`src/rtl/dcmac_rx_am_pkg.sv`:
```
// dcmac_rx_am_pkg: shared constants, FSM state type and BIP3 helper for the
// receive alignment-marker lock.
package dcmac_rx_am_pkg;

    localparam int DEF_NUM_VL    = 20;
    localparam int DEF_AM_PERIOD = 16384;

    // Ones mark compared bits; BIP3 [39:32] and BIP7 [7:0] are don't-care.
    localparam logic [63:0] AM_CMP_MASK  = 64'hFFFFFF00FFFFFF00;
    localparam logic [1:0]  AM_SYNC_CTRL = 2'b10;

    typedef enum logic [1:0] {
        ST_FIND    = 2'd0,
        ST_CONFIRM = 2'd1,
        ST_LOCKED  = 2'd2
    } am_state_e;

    // Per-block BIP3 contribution: bit i folds every data bit i+8m; the sync
    // header bits land on BIP bits 3 and 4.
    function automatic logic [7:0] bip3_of(input logic [1:0] sync, input logic [63:0] data);
        logic [7:0] r;
        r = '0;
        for (int m = 0; m < 8; m++) begin
            r = r ^ data[8*m +: 8];
        end
        r[3] = r[3] ^ sync[0];
        r[4] = r[4] ^ sync[1];
        return r;
    endfunction

endpackage

```
`src/rtl/dcmac_rx_am_match.sv`:
```
// dcmac_rx_am_match: stage 1 of the marker lock. Masked compare of the block
// against every configured marker, lowest index wins, result registered.
// With DCMAC_RX_AM_BIP_CHECK_EN defined it also registers the block's BIP3
// contribution and its received BIP3 field.
module dcmac_rx_am_match
    import dcmac_rx_am_pkg::*;
#(
    parameter int NUM_VL = DEF_NUM_VL
) (
    input  logic                  clk,
    input  logic                  rst,
    input  logic [64*NUM_VL-1:0]  marker_id,
    input  logic                  blk_valid,
    input  logic [1:0]            blk_sync,
    input  logic [63:0]           blk_data,
    output logic                  s1_valid,
    output logic                  s1_hit,
    output logic [4:0]            s1_id
`ifdef DCMAC_RX_AM_BIP_CHECK_EN
    ,
    output logic [7:0]            s1_blk_bip,
    output logic [7:0]            s1_am_bip
`endif
);

    logic       hit;
    logic [4:0] hit_id;

    // Parallel masked compare; scanning downwards leaves the lowest match.
    always_comb begin
        hit    = 1'b0;
        hit_id = '0;
        for (int n = NUM_VL - 1; n >= 0; n--) begin
            if ((blk_sync == AM_SYNC_CTRL) &&
                (((blk_data ^ marker_id[64*n +: 64]) & AM_CMP_MASK) == 64'd0)) begin
                hit    = 1'b1;
                hit_id = 5'(n);
            end
        end
    end

    // Stage-1 register: the valid flag follows every cycle, fields hold on gaps.
    always_ff @(posedge clk or posedge rst) begin
        if (rst) begin
            s1_valid <= 1'b0;
            s1_hit   <= 1'b0;
            s1_id    <= '0;
        end else begin
            s1_valid <= blk_valid;
            if (blk_valid) begin
                s1_hit <= hit;
                s1_id  <= hit_id;
            end
        end
    end

`ifdef DCMAC_RX_AM_BIP_CHECK_EN
    // Stage-1 BIP fields, captured alongside the match result.
    always_ff @(posedge clk or posedge rst) begin
        if (rst) begin
            s1_blk_bip <= '0;
            s1_am_bip  <= '0;
        end else if (blk_valid) begin
            s1_blk_bip <= bip3_of(blk_sync, blk_data);
            s1_am_bip  <= blk_data[39:32];
        end
    end
`endif

endmodule

```
`src/rtl/dcmac_rx_am_lock.sv`:
```
// dcmac_rx_am_lock: alignment-marker lock for one PCS virtual lane.
// Stage 1 (dcmac_rx_am_match) finds markers, stage 2 runs the
// FIND/CONFIRM/LOCKED machine, period counter and miss counter.
// Optional BIP3 checking is built when DCMAC_RX_AM_BIP_CHECK_EN is defined.
// Stream semantics: rx_blk_valid qualifies one block per cycle with no
// backpressure; invalid cycles advance nothing. All outputs are registered,
// appear two cycles after the block, and the stat pulses last one cycle.
module dcmac_rx_am_lock
    import dcmac_rx_am_pkg::*;
#(
    parameter int NUM_VL        = DEF_NUM_VL,
    parameter int AM_PERIOD     = DEF_AM_PERIOD,
    parameter int AM_MISS_LIMIT = 4
) (
    input  logic                  rx_core_clk,
    input  logic                  rx_core_reset,
    input  logic [64*NUM_VL-1:0]  ctl_rx_vl_marker_id,
    input  logic                  rx_blk_valid,
    input  logic [1:0]            rx_blk_sync,
    input  logic [63:0]           rx_blk_data,
    output logic                  stat_rx_am_lock,
    output logic [4:0]            stat_rx_vl_id,
    output logic                  stat_rx_am_valid,
    output logic                  stat_rx_am_err,
    output logic                  stat_rx_bip_err
);

    localparam int CW = (AM_PERIOD > 1) ? $clog2(AM_PERIOD) : 1;
    localparam int MW = $clog2(AM_MISS_LIMIT + 1);
    localparam logic [CW-1:0] PERIOD_LOAD = CW'(AM_PERIOD - 1);
    localparam logic [MW-1:0] MISS_LAST   = MW'(AM_MISS_LIMIT - 1);

    logic            s1_valid;
    logic            s1_hit;
    logic [4:0]      s1_id;

    am_state_e       state, state_nxt;
    logic [CW-1:0]   cnt, cnt_nxt;
    logic [MW-1:0]   miss, miss_nxt;
    logic [4:0]      cap_id, cap_id_nxt;
    logic            lock_nxt;
    logic [4:0]      vl_id_nxt;
    logic            am_valid_nxt;
    logic            am_err_nxt;
    logic            slot;
    logic            id_ok;

`ifdef DCMAC_RX_AM_BIP_CHECK_EN
    logic [7:0]      s1_blk_bip;
    logic [7:0]      s1_am_bip;
`endif

    dcmac_rx_am_match #(
        .NUM_VL (NUM_VL)
    ) u_match (
        .clk        (rx_core_clk),
        .rst        (rx_core_reset),
        .marker_id  (ctl_rx_vl_marker_id),
        .blk_valid  (rx_blk_valid),
        .blk_sync   (rx_blk_sync),
        .blk_data   (rx_blk_data),
        .s1_valid   (s1_valid),
        .s1_hit     (s1_hit),
        .s1_id      (s1_id)
`ifdef DCMAC_RX_AM_BIP_CHECK_EN
        ,
        .s1_blk_bip (s1_blk_bip),
        .s1_am_bip  (s1_am_bip)
`endif
    );

    assign slot  = (cnt == '0);
    assign id_ok = s1_hit && (s1_id == cap_id);

    // Next-state and output decode; only valid stage-1 blocks move anything.
    always_comb begin
        state_nxt    = state;
        cnt_nxt      = cnt;
        miss_nxt     = miss;
        cap_id_nxt   = cap_id;
        lock_nxt     = stat_rx_am_lock;
        vl_id_nxt    = stat_rx_vl_id;
        am_valid_nxt = 1'b0;
        am_err_nxt   = 1'b0;
        if (s1_valid) begin
            case (state)
                ST_FIND: begin
                    if (s1_hit) begin
                        cap_id_nxt = s1_id;
                        cnt_nxt    = PERIOD_LOAD;
                        state_nxt  = ST_CONFIRM;
                    end
                end
                ST_CONFIRM: begin
                    if (slot) begin
                        miss_nxt = '0;
                        if (id_ok) begin
                            state_nxt = ST_LOCKED;
                            lock_nxt  = 1'b1;
                            vl_id_nxt = cap_id;
                            cnt_nxt   = PERIOD_LOAD;
                        end else begin
                            // The slot block is consumed here, not re-searched.
                            state_nxt = ST_FIND;
                            cnt_nxt   = '0;
                        end
                    end else begin
                        cnt_nxt = cnt - 1'b1;
                    end
                end
                ST_LOCKED: begin
                    if (slot) begin
                        cnt_nxt = PERIOD_LOAD;
                        if (id_ok) begin
                            am_valid_nxt = 1'b1;
                            miss_nxt     = '0;
                        end else begin
                            am_err_nxt = 1'b1;
                            if (miss == MISS_LAST) begin
                                state_nxt = ST_FIND;
                                lock_nxt  = 1'b0;
                                miss_nxt  = '0;
                                cnt_nxt   = '0;
                            end else begin
                                miss_nxt = miss + 1'b1;
                            end
                        end
                    end else begin
                        cnt_nxt = cnt - 1'b1;
                    end
                end
                default: begin
                    state_nxt = ST_FIND;
                    cnt_nxt   = '0;
                    miss_nxt  = '0;
                end
            endcase
        end
    end

    // Stage-2 register: FSM, counters and status outputs.
    always_ff @(posedge rx_core_clk or posedge rx_core_reset) begin
        if (rx_core_reset) begin
            state            <= ST_FIND;
            cnt              <= '0;
            miss             <= '0;
            cap_id           <= '0;
            stat_rx_am_lock  <= 1'b0;
            stat_rx_vl_id    <= '0;
            stat_rx_am_valid <= 1'b0;
            stat_rx_am_err   <= 1'b0;
        end else begin
            state            <= state_nxt;
            cnt              <= cnt_nxt;
            miss             <= miss_nxt;
            cap_id           <= cap_id_nxt;
            stat_rx_am_lock  <= lock_nxt;
            stat_rx_vl_id    <= vl_id_nxt;
            stat_rx_am_valid <= am_valid_nxt;
            stat_rx_am_err   <= am_err_nxt;
        end
    end

`ifdef DCMAC_RX_AM_BIP_CHECK_EN
    logic [7:0] bip_acc;
    logic       bip_armed;

    // BIP3 accumulate/compare; a full period must be seen before a compare,
    // so the lock marker and any slot after a miss only reseed.
    always_ff @(posedge rx_core_clk or posedge rx_core_reset) begin
        if (rx_core_reset) begin
            bip_acc         <= '0;
            bip_armed       <= 1'b0;
            stat_rx_bip_err <= 1'b0;
        end else begin
            stat_rx_bip_err <= 1'b0;
            if (s1_valid) begin
                if ((state == ST_CONFIRM) && slot && id_ok) begin
                    bip_acc   <= s1_blk_bip;
                    bip_armed <= 1'b0;
                end else if (state == ST_LOCKED) begin
                    if (slot) begin
                        stat_rx_bip_err <= id_ok && bip_armed && (bip_acc != s1_am_bip);
                        bip_acc         <= s1_blk_bip;
                        bip_armed       <= id_ok;
                    end else begin
                        bip_acc <= bip_acc ^ s1_blk_bip;
                    end
                end
            end
        end
    end
`else
    assign stat_rx_bip_err = 1'b0;
`endif

endmodule

```
`config.mk`:
```
export PLATFORM = sky130hd
export DESIGN_NAME = dcmac_rx_am_lock
export DESIGN_NICKNAME = d
export VERILOG_FILES = /design/src/rtl/dcmac_rx_am_pkg.sv /design/src/rtl/dcmac_rx_am_match.sv /design/src/rtl/dcmac_rx_am_lock.sv
export SDC_FILE = /design/constraint.sdc
export NUM_CORES = 1
export LEC_CHECK = 0
export ABC_AREA = 1
export CELL_PAD_IN_SITES_DETAIL_PLACEMENT = 1
export CELL_PAD_IN_SITES_GLOBAL_PLACEMENT = 1
export CORE_AREA = 2 2 536 538
export CTS_BUF_LIST = sky130_fd_sc_hd__clkbuf_4 sky130_fd_sc_hd__clkbuf_8 sky130_fd_sc_hd__clkbuf_16
export CTS_CLUSTER_DIAMETER = 50
export DETAILED_ROUTE_END_ITERATION = 8
export DIE_AREA = 0 0 538 540
export PLACE_DENSITY = 0.41
export SYNTH_ARGS = -nofsm -noshare
export SYNTH_HDL_FRONTEND = slang
export SYNTH_SLANG_ARGS = --single-unit
```
`constraint.sdc`:
```
create_clock -name rx_core_clk -period 3.1 [get_ports rx_core_clk]
set_input_delay 0.62 -clock rx_core_clk [delete_from_list [all_inputs] [get_ports rx_core_clk]]
set_output_delay 0.62 -clock rx_core_clk [all_outputs]
set_load 0.1 [all_outputs]
```
After elaboration in Yosys (flattened, before gate mapping)

Cells that the tools add are included.

$add $sub $neg: 2
Equality and inequality tests: 11
Mux-type cells: 73
Bitwise logic cells: 21
Reductions and logical operators: 50

Operators by type and width:

| kind                  | number |
|---|---|
| $logic_not 64->1      | 20 |
| $xor 64x64->64        | 20 |
| $mux 5                | 20 |
| $mux 14               | 6 |
| $pmux 14 s3           | 1 |
| $mux 1                | 33 |
| $logic_and 1x1->1     | 21 |
| $logic_not 14->1      | 1 |
| $sub 14x1->14 const B | 1 |
| $mux 2                | 6 |
| $mux 3                | 4 |
| $ne 2x2->1 const B    | 5 |
| $pmux 3 s3            | 1 |
| $reduce_and 4->1      | 2 |
| $reduce_and 7->1      | 1 |
| $pmux 2 s3            | 1 |
| $reduce_and 6->1      | 1 |
| $eq 5x5->1            | 1 |
| $eq 2x2->1 const B    | 2 |
| $add 3x1->3 const B   | 1 |
| $eq 3x2->1 const B    | 1 |
| $reduce_and 3->1      | 1 |
| $eq 2x1->1 const B    | 1 |
| $logic_not 2->1       | 1 |
| other kinds (5)       | 5 |

Bits in registers: 39
Output and inout bits: 9
Word-level logic and storage cells: 168

Depth between registers and ports, before layout

Depth after elaboration: 23
Gate-level depth with buffers: 29
Depth with buffers taken out: 27

Cells and area by module

A second synthesis with hierarchy kept.

Cells, all modules: 2620
Area, all modules: 15331.0 µm²

Modules (own cells, without submodules):

| module            | times used | cells an instance | area an instance (µm²) | sequential area each (µm²) |
|---|---|---|---|---|
| dcmac_rx_am_match | 1          | 2314              | 13167.6                | 175.2 |
| dcmac_rx_am_lock  | 1          | 306               | 2163.3                 | 800.8 |

Worst setup path after synthesis

OpenSTA, ideal clock, no wires.

Kind: input port to flip-flop
Start point: input rx_blk_data[54]
End point: register u_match.s1_id[0]
Library setup time: 116 ps
Arrival: 2282 ps
Data required time: 2984 ps
Setup slack: 701 ps
Cell stages on the path: 19
Buffers on the path: 2
Path through: buf_2 > buf_2 > or2_2 > a221oi_1 > nand3_1 > nor2_1 > nand3_1 > nand2_1 > nand2_1 > nand2_1 > nand2_1 > nand2_1 > nand2_1 > nand2_1 > nand2_1 > nand2_1 > nand2_1 > nand2_1 > nand2_1

Word-level cells in the longest chain between the ends: 23
Elaborated cells on any way between the ends: 80
Classes of those cells: 20 x mux; 20 x bitwise; 40 x reduce/logical

RTL lines:

| what                  | RTL line                | text |
|---|---|---|
| start, declared       | dcmac_rx_am_lock.sv:20  | `input logic [63:0] rx_blk_data,` |
| $xor 64x64->64        | dcmac_rx_am_match.sv:35 | `(((blk_data ^ marker_id[64*n +: 64]) & AM_CMP_MASK) == 64'd0)) begin` |
| $logic_not 64->1      | dcmac_rx_am_match.sv:35 |  |
| $logic_and 1x1->1     | dcmac_rx_am_match.sv:34 | `if ((blk_sync == AM_SYNC_CTRL) &&` |
| $mux 5 (19 in series) | dcmac_rx_am_match.sv:34 |  |
| $mux 5 (*)            | dcmac_rx_am_match.sv:34 |  |
| end signal, assigned  | dcmac_rx_am_match.sv:52 | `s1_id <= hit_id;` |
| end, declared         | dcmac_rx_am_match.sv:18 | `output logic [4:0] s1_id` |

Mark *: on every way between the ends. The rest lies on a longest branch, timed or not.
A chain may end at the register's enable or synchronous reset.

Worst setup path after layout

Start point: input rx_blk_data[43]
End point: register u_match.s1_id[1]

The elaborated chain is that of the path after synthesis.

==> results.json <==
{
  "cts.clk_slew.worst_paths_ps": 70,
  "cts.sinks": 39,
  "die_h_um": 540,
  "pwr-share-comb_pct": 81.8,
  "grt_pass1_wl_um": 358900,
  "seq_power_share_pct": 9.9,
  "grt_pass1_vias": 28940,
  "clock_insertion_delay_worst_skew_ps": 290,
  "p_per_area_mw_per_mm2": 209.4,
  "crit_top_cell": "buf_12",
  "antenna_found_initial": 210,
  "maxSlewHeadroom_pct": 50.91,
  "synth.most_common_cell": "nand2_1",
  "drc": 0,
  "start_util_pct": 5.165,
  "r2r_start": "cnt[0]$_DFFE_PP0P_",
  "setup_viol": 3,
  "slew_viol_final": 0,
  "dieArea_mm2": 0.2905,
  "synth_ff_type": "dfrtp_1",
  "hold_viol": 0,
  "grt_max_degree": 40,
  "synth_edf_count": 0,
  "ys_async_sr_fraction_pct": 100.0,
  "core_area_mm2": 0.2845,
  "synth.top_cells.by_count": "nand2_1, o21ai_0, nor2_1",
  "routed_via_density": 3.467,
  "drt-initial-drc-count": 1610,
  "p_switching_mw": 3.896,
  "synth_area_leaders": "nand2_1, o21ai_0, xor2_1, xnor2_1, dfrtp_1",
  "startpoint_type": "input pin",
  "yosysTopAreaCellShare_pct": 17.32,
  "ioPinCount": 1358,
  "grt_use_total_pct": 19.79,
  "hold_class": "reg2reg",
  "cts_tree": "done",
  "hold_buffers": 0,
  "synthToLayoutAreaGrowth_pct": 150.7,
  "timing.hold.ws_ps": 486.3,
  "grt-ovfl-total": 0,
  "fin_ws_ps": -44.38,
  "h-tree-depth": 2,
  "syn-cell-area_mm2": 0.01469,
  "layout-drive-gt1-share_pct": 25.75,
  "num_vias": 27440,
  "cp-end-kind": "flop",
  "ant_nets": 0,
  "hp-start": "cap_id[1]$_DFFE_PP0P_",
  "fin_crit_ps": 3144,
  "fin_worst_skew_ps": 12.50,
  "crit_type": "in2reg",
  "swShare_pct": 50.51,
  "ys_warn_count": 0,
  "irDropWorstVdd_uv": 250.0,
  "avgSynthCellArea_um2": 5.742,
  "wl_per_cell_um": 37.84,
  "num_rows": 196,
  "power_leakage_nw": 14.22,
  "min_period_over_period_pct": 101.4,
  "first_pass_iters": 5,
  "yosys.area.top_type": "nand2_1",
  "path_max_fanout": 6,
  "syn_nets": 3910,
  "ys_ff_latch": 39,
  "clk_path_buf_depth": 2,
  "clock-root-buffer": "clkbuf_16",
  "synth_cell_types": 57,
  "die_w_um": 538,
  "fillers": 34050,
  "max_clock_freq_ghz": 0.3180,
  "hpwlAfterDp_um": 268700,
  "arrival_ps": 3290,
  "syn_inst": 2559,
  "tightest_slew_ps": 734.1,
  "maxCapViolations": 0,
  "port_buffers": 1020,
  "layout.nets": 5432,
  "clockPowerShare_pct": 8.2,
  "crit_required_ps": 3250,
  "power_mw": 7.714,
  "p_int_mw": 3.818,
  "yosysSeqAreaShare_pct": 6.642,
  "numCtsBuffers": 5,
  "wl_um": 299500,
  "cp_cell_sequence": "buf_6, buf_12, clkinv_16, buf_8, buf_12, buf_12, a22o_1, nor4_2, nand4_1, or4_4, nand2_4, nor2_2, nor2_1, o22ai_1",
  "rsz0062_at_grt": "yes",
  "final_core_util_pct": 12.95,
  "failed_checks": "setup timing",
  "critPathLaunch": "rx_blk_data[43]",
  "critPathSlowestCell": "or4_4",
  "cpPeakStageDelay_ps": 690,
  "place_congestion": 0.9246,
  "status": "complete, but fails checks"
}
per-layer routing:
metal  up-vias  part of all wire (%)  GRT usage [%]
met4       102                   4.2          6.372
met5         -                  0.20              0
met3       417                   7.1          4.615
met2      1415                    48          34.87
li1      12030                     -              -
met1     13480                    40          23.38
cell type report:
class	instances	area, um2	area share (%)
Tap cell	3762	4707	12.78
Clock inverter	2	38.79	0.1053
Sequential cell	39	975.9	2.649
Clock buffer	6	138.9	0.3770
Multi-Input combinational cell	2169	12990	35.26
Timing Repair Buffer	1673	16890	45.84
Inverter	193	919.6	2.497
Antenna cell	72	180.2	0.4891
final timing paths:
path | endpoint | slack (ps) | cells past startpoint
max in group asynchronous | cnt[8]$_DFFE_PP0P_ | 1910 | 3
worst min-delay path | cap_id[1]$_DFFE_PP0P_ | 490 | 2
min in group asynchronous | stat_rx_vl_id[3]$_DFFE_PP0P_ | 780 | 3
worst min register to register | cap_id[1]$_DFFE_PP0P_ | 490 | 2
worst max-delay path | u_match.s1_id[1]$_DFFE_PP0P_ | -40 | 14
worst max register to register | cap_id[0]$_DFFE_PP0P_ | 350 | 17
power groups by stage:
stage,sequential (mW),combinational [mW],clock [mW]
floorplan,0.790,1.84,0
global placement,0.772,6.02,0
detailed placement,0.777,6.04,0
CTS,0.769,6.32,0.654
global route,0.788,6.67,0.670
finish,0.767,6.31,0.634
stage by stage:
stage | std cells | setup TNS (ps) | area, um2 | worst slack, ps
5_1_grt | 7877 | -78.77 | 36740 | -60.08
3_3_place_gp | 7762 | -9271 | 33930 | -1896
6_report | 7916 | -81.00 | 36840 | -44.38
3_5_place_dp | 7762 | -9114 | 33930 | -1752
2_1_floorplan | 2559 | 0 | 14690 | 701.3
4_1_cts | 7821 | -11.30 | 35850 | -11.30
cell families (layout without fill, tap and decap cells):
| family | count (synthesis) | in the layout | synth area share [%] |
|---|---|---|---|
| AND/OR/NAND/NOR | 1239 | 1239 | 36.81 |
| AO/OA/AOI/OAI | 678 | 678 | 29.37 |
| buffers and inverters | 351 | 1874 | 12.11 |
| XOR/XNOR | 247 | 247 | 14.72 |
| flip-flops | 39 | 39 | 6.642 |
| adder cells (fa/ha/maj) | 2 | 2 | 0.1703 |
| multiplexers | 2 | 2 | 0.1533 |
| other | 1 | 73 | 0.02552 |
critical path, delay by kind of cell:
kind	cells	cell delay [ps]
AO/OA/AOI/OAI	2	300
buffers and inverters	6	670
AND/OR/NAND/NOR	6	1650
flip-flops by register name, indices dropped and copies added (netlist names):
name              flops
cnt                  14
cap_id                5
stat_rx_am_valid      1
miss                  3
state                 2
u_match.s1_id         5
stat_rx_vl_id         5
stat_rx_am_err        1
u_match.s1_valid      1
stat_rx_am_lock       1
u_match.s1_hit        1
layout by cell type, fill, tap and decap left out, types with 23 or more instances in the layout:
master,synthesis,layout
a211oi_1,29,26
a221oi_1,85,74
a22o_1,51,51
buf_12,0,109
buf_4,31,495
buf_6,29,55
clkdlybuf4s50_1,0,904
dfrtp_1,39,39
diode_2,0,72
dlygate4sd2_1,0,31
dlymetal6s2s_1,0,26
inv_1,154,138
inv_2,36,23
nand2_1,678,638
nand2_2,2,28
nand3_1,62,52
nand4_1,41,41
nor2_1,231,189
nor2_2,4,32
nor4_1,91,58
nor4_2,1,29
o21ai_0,296,272
o21ai_1,16,34
o22ai_1,135,132
or2_2,85,84
xnor2_1,112,106
xor2_1,135,133
repair_timing:
| item | 4_1_cts | 5_1_grt |
|---|---|---|
| buffers inserted | 59 | 25 |
| endpoints found under the setup margin | 6 | 12 |
| cloned | 1 | 1 |
| gates resized for setup | 412 | 173 |
| pin swaps | 100 | 100 |
No activity file was read; power rests on OpenSTA's default activity.
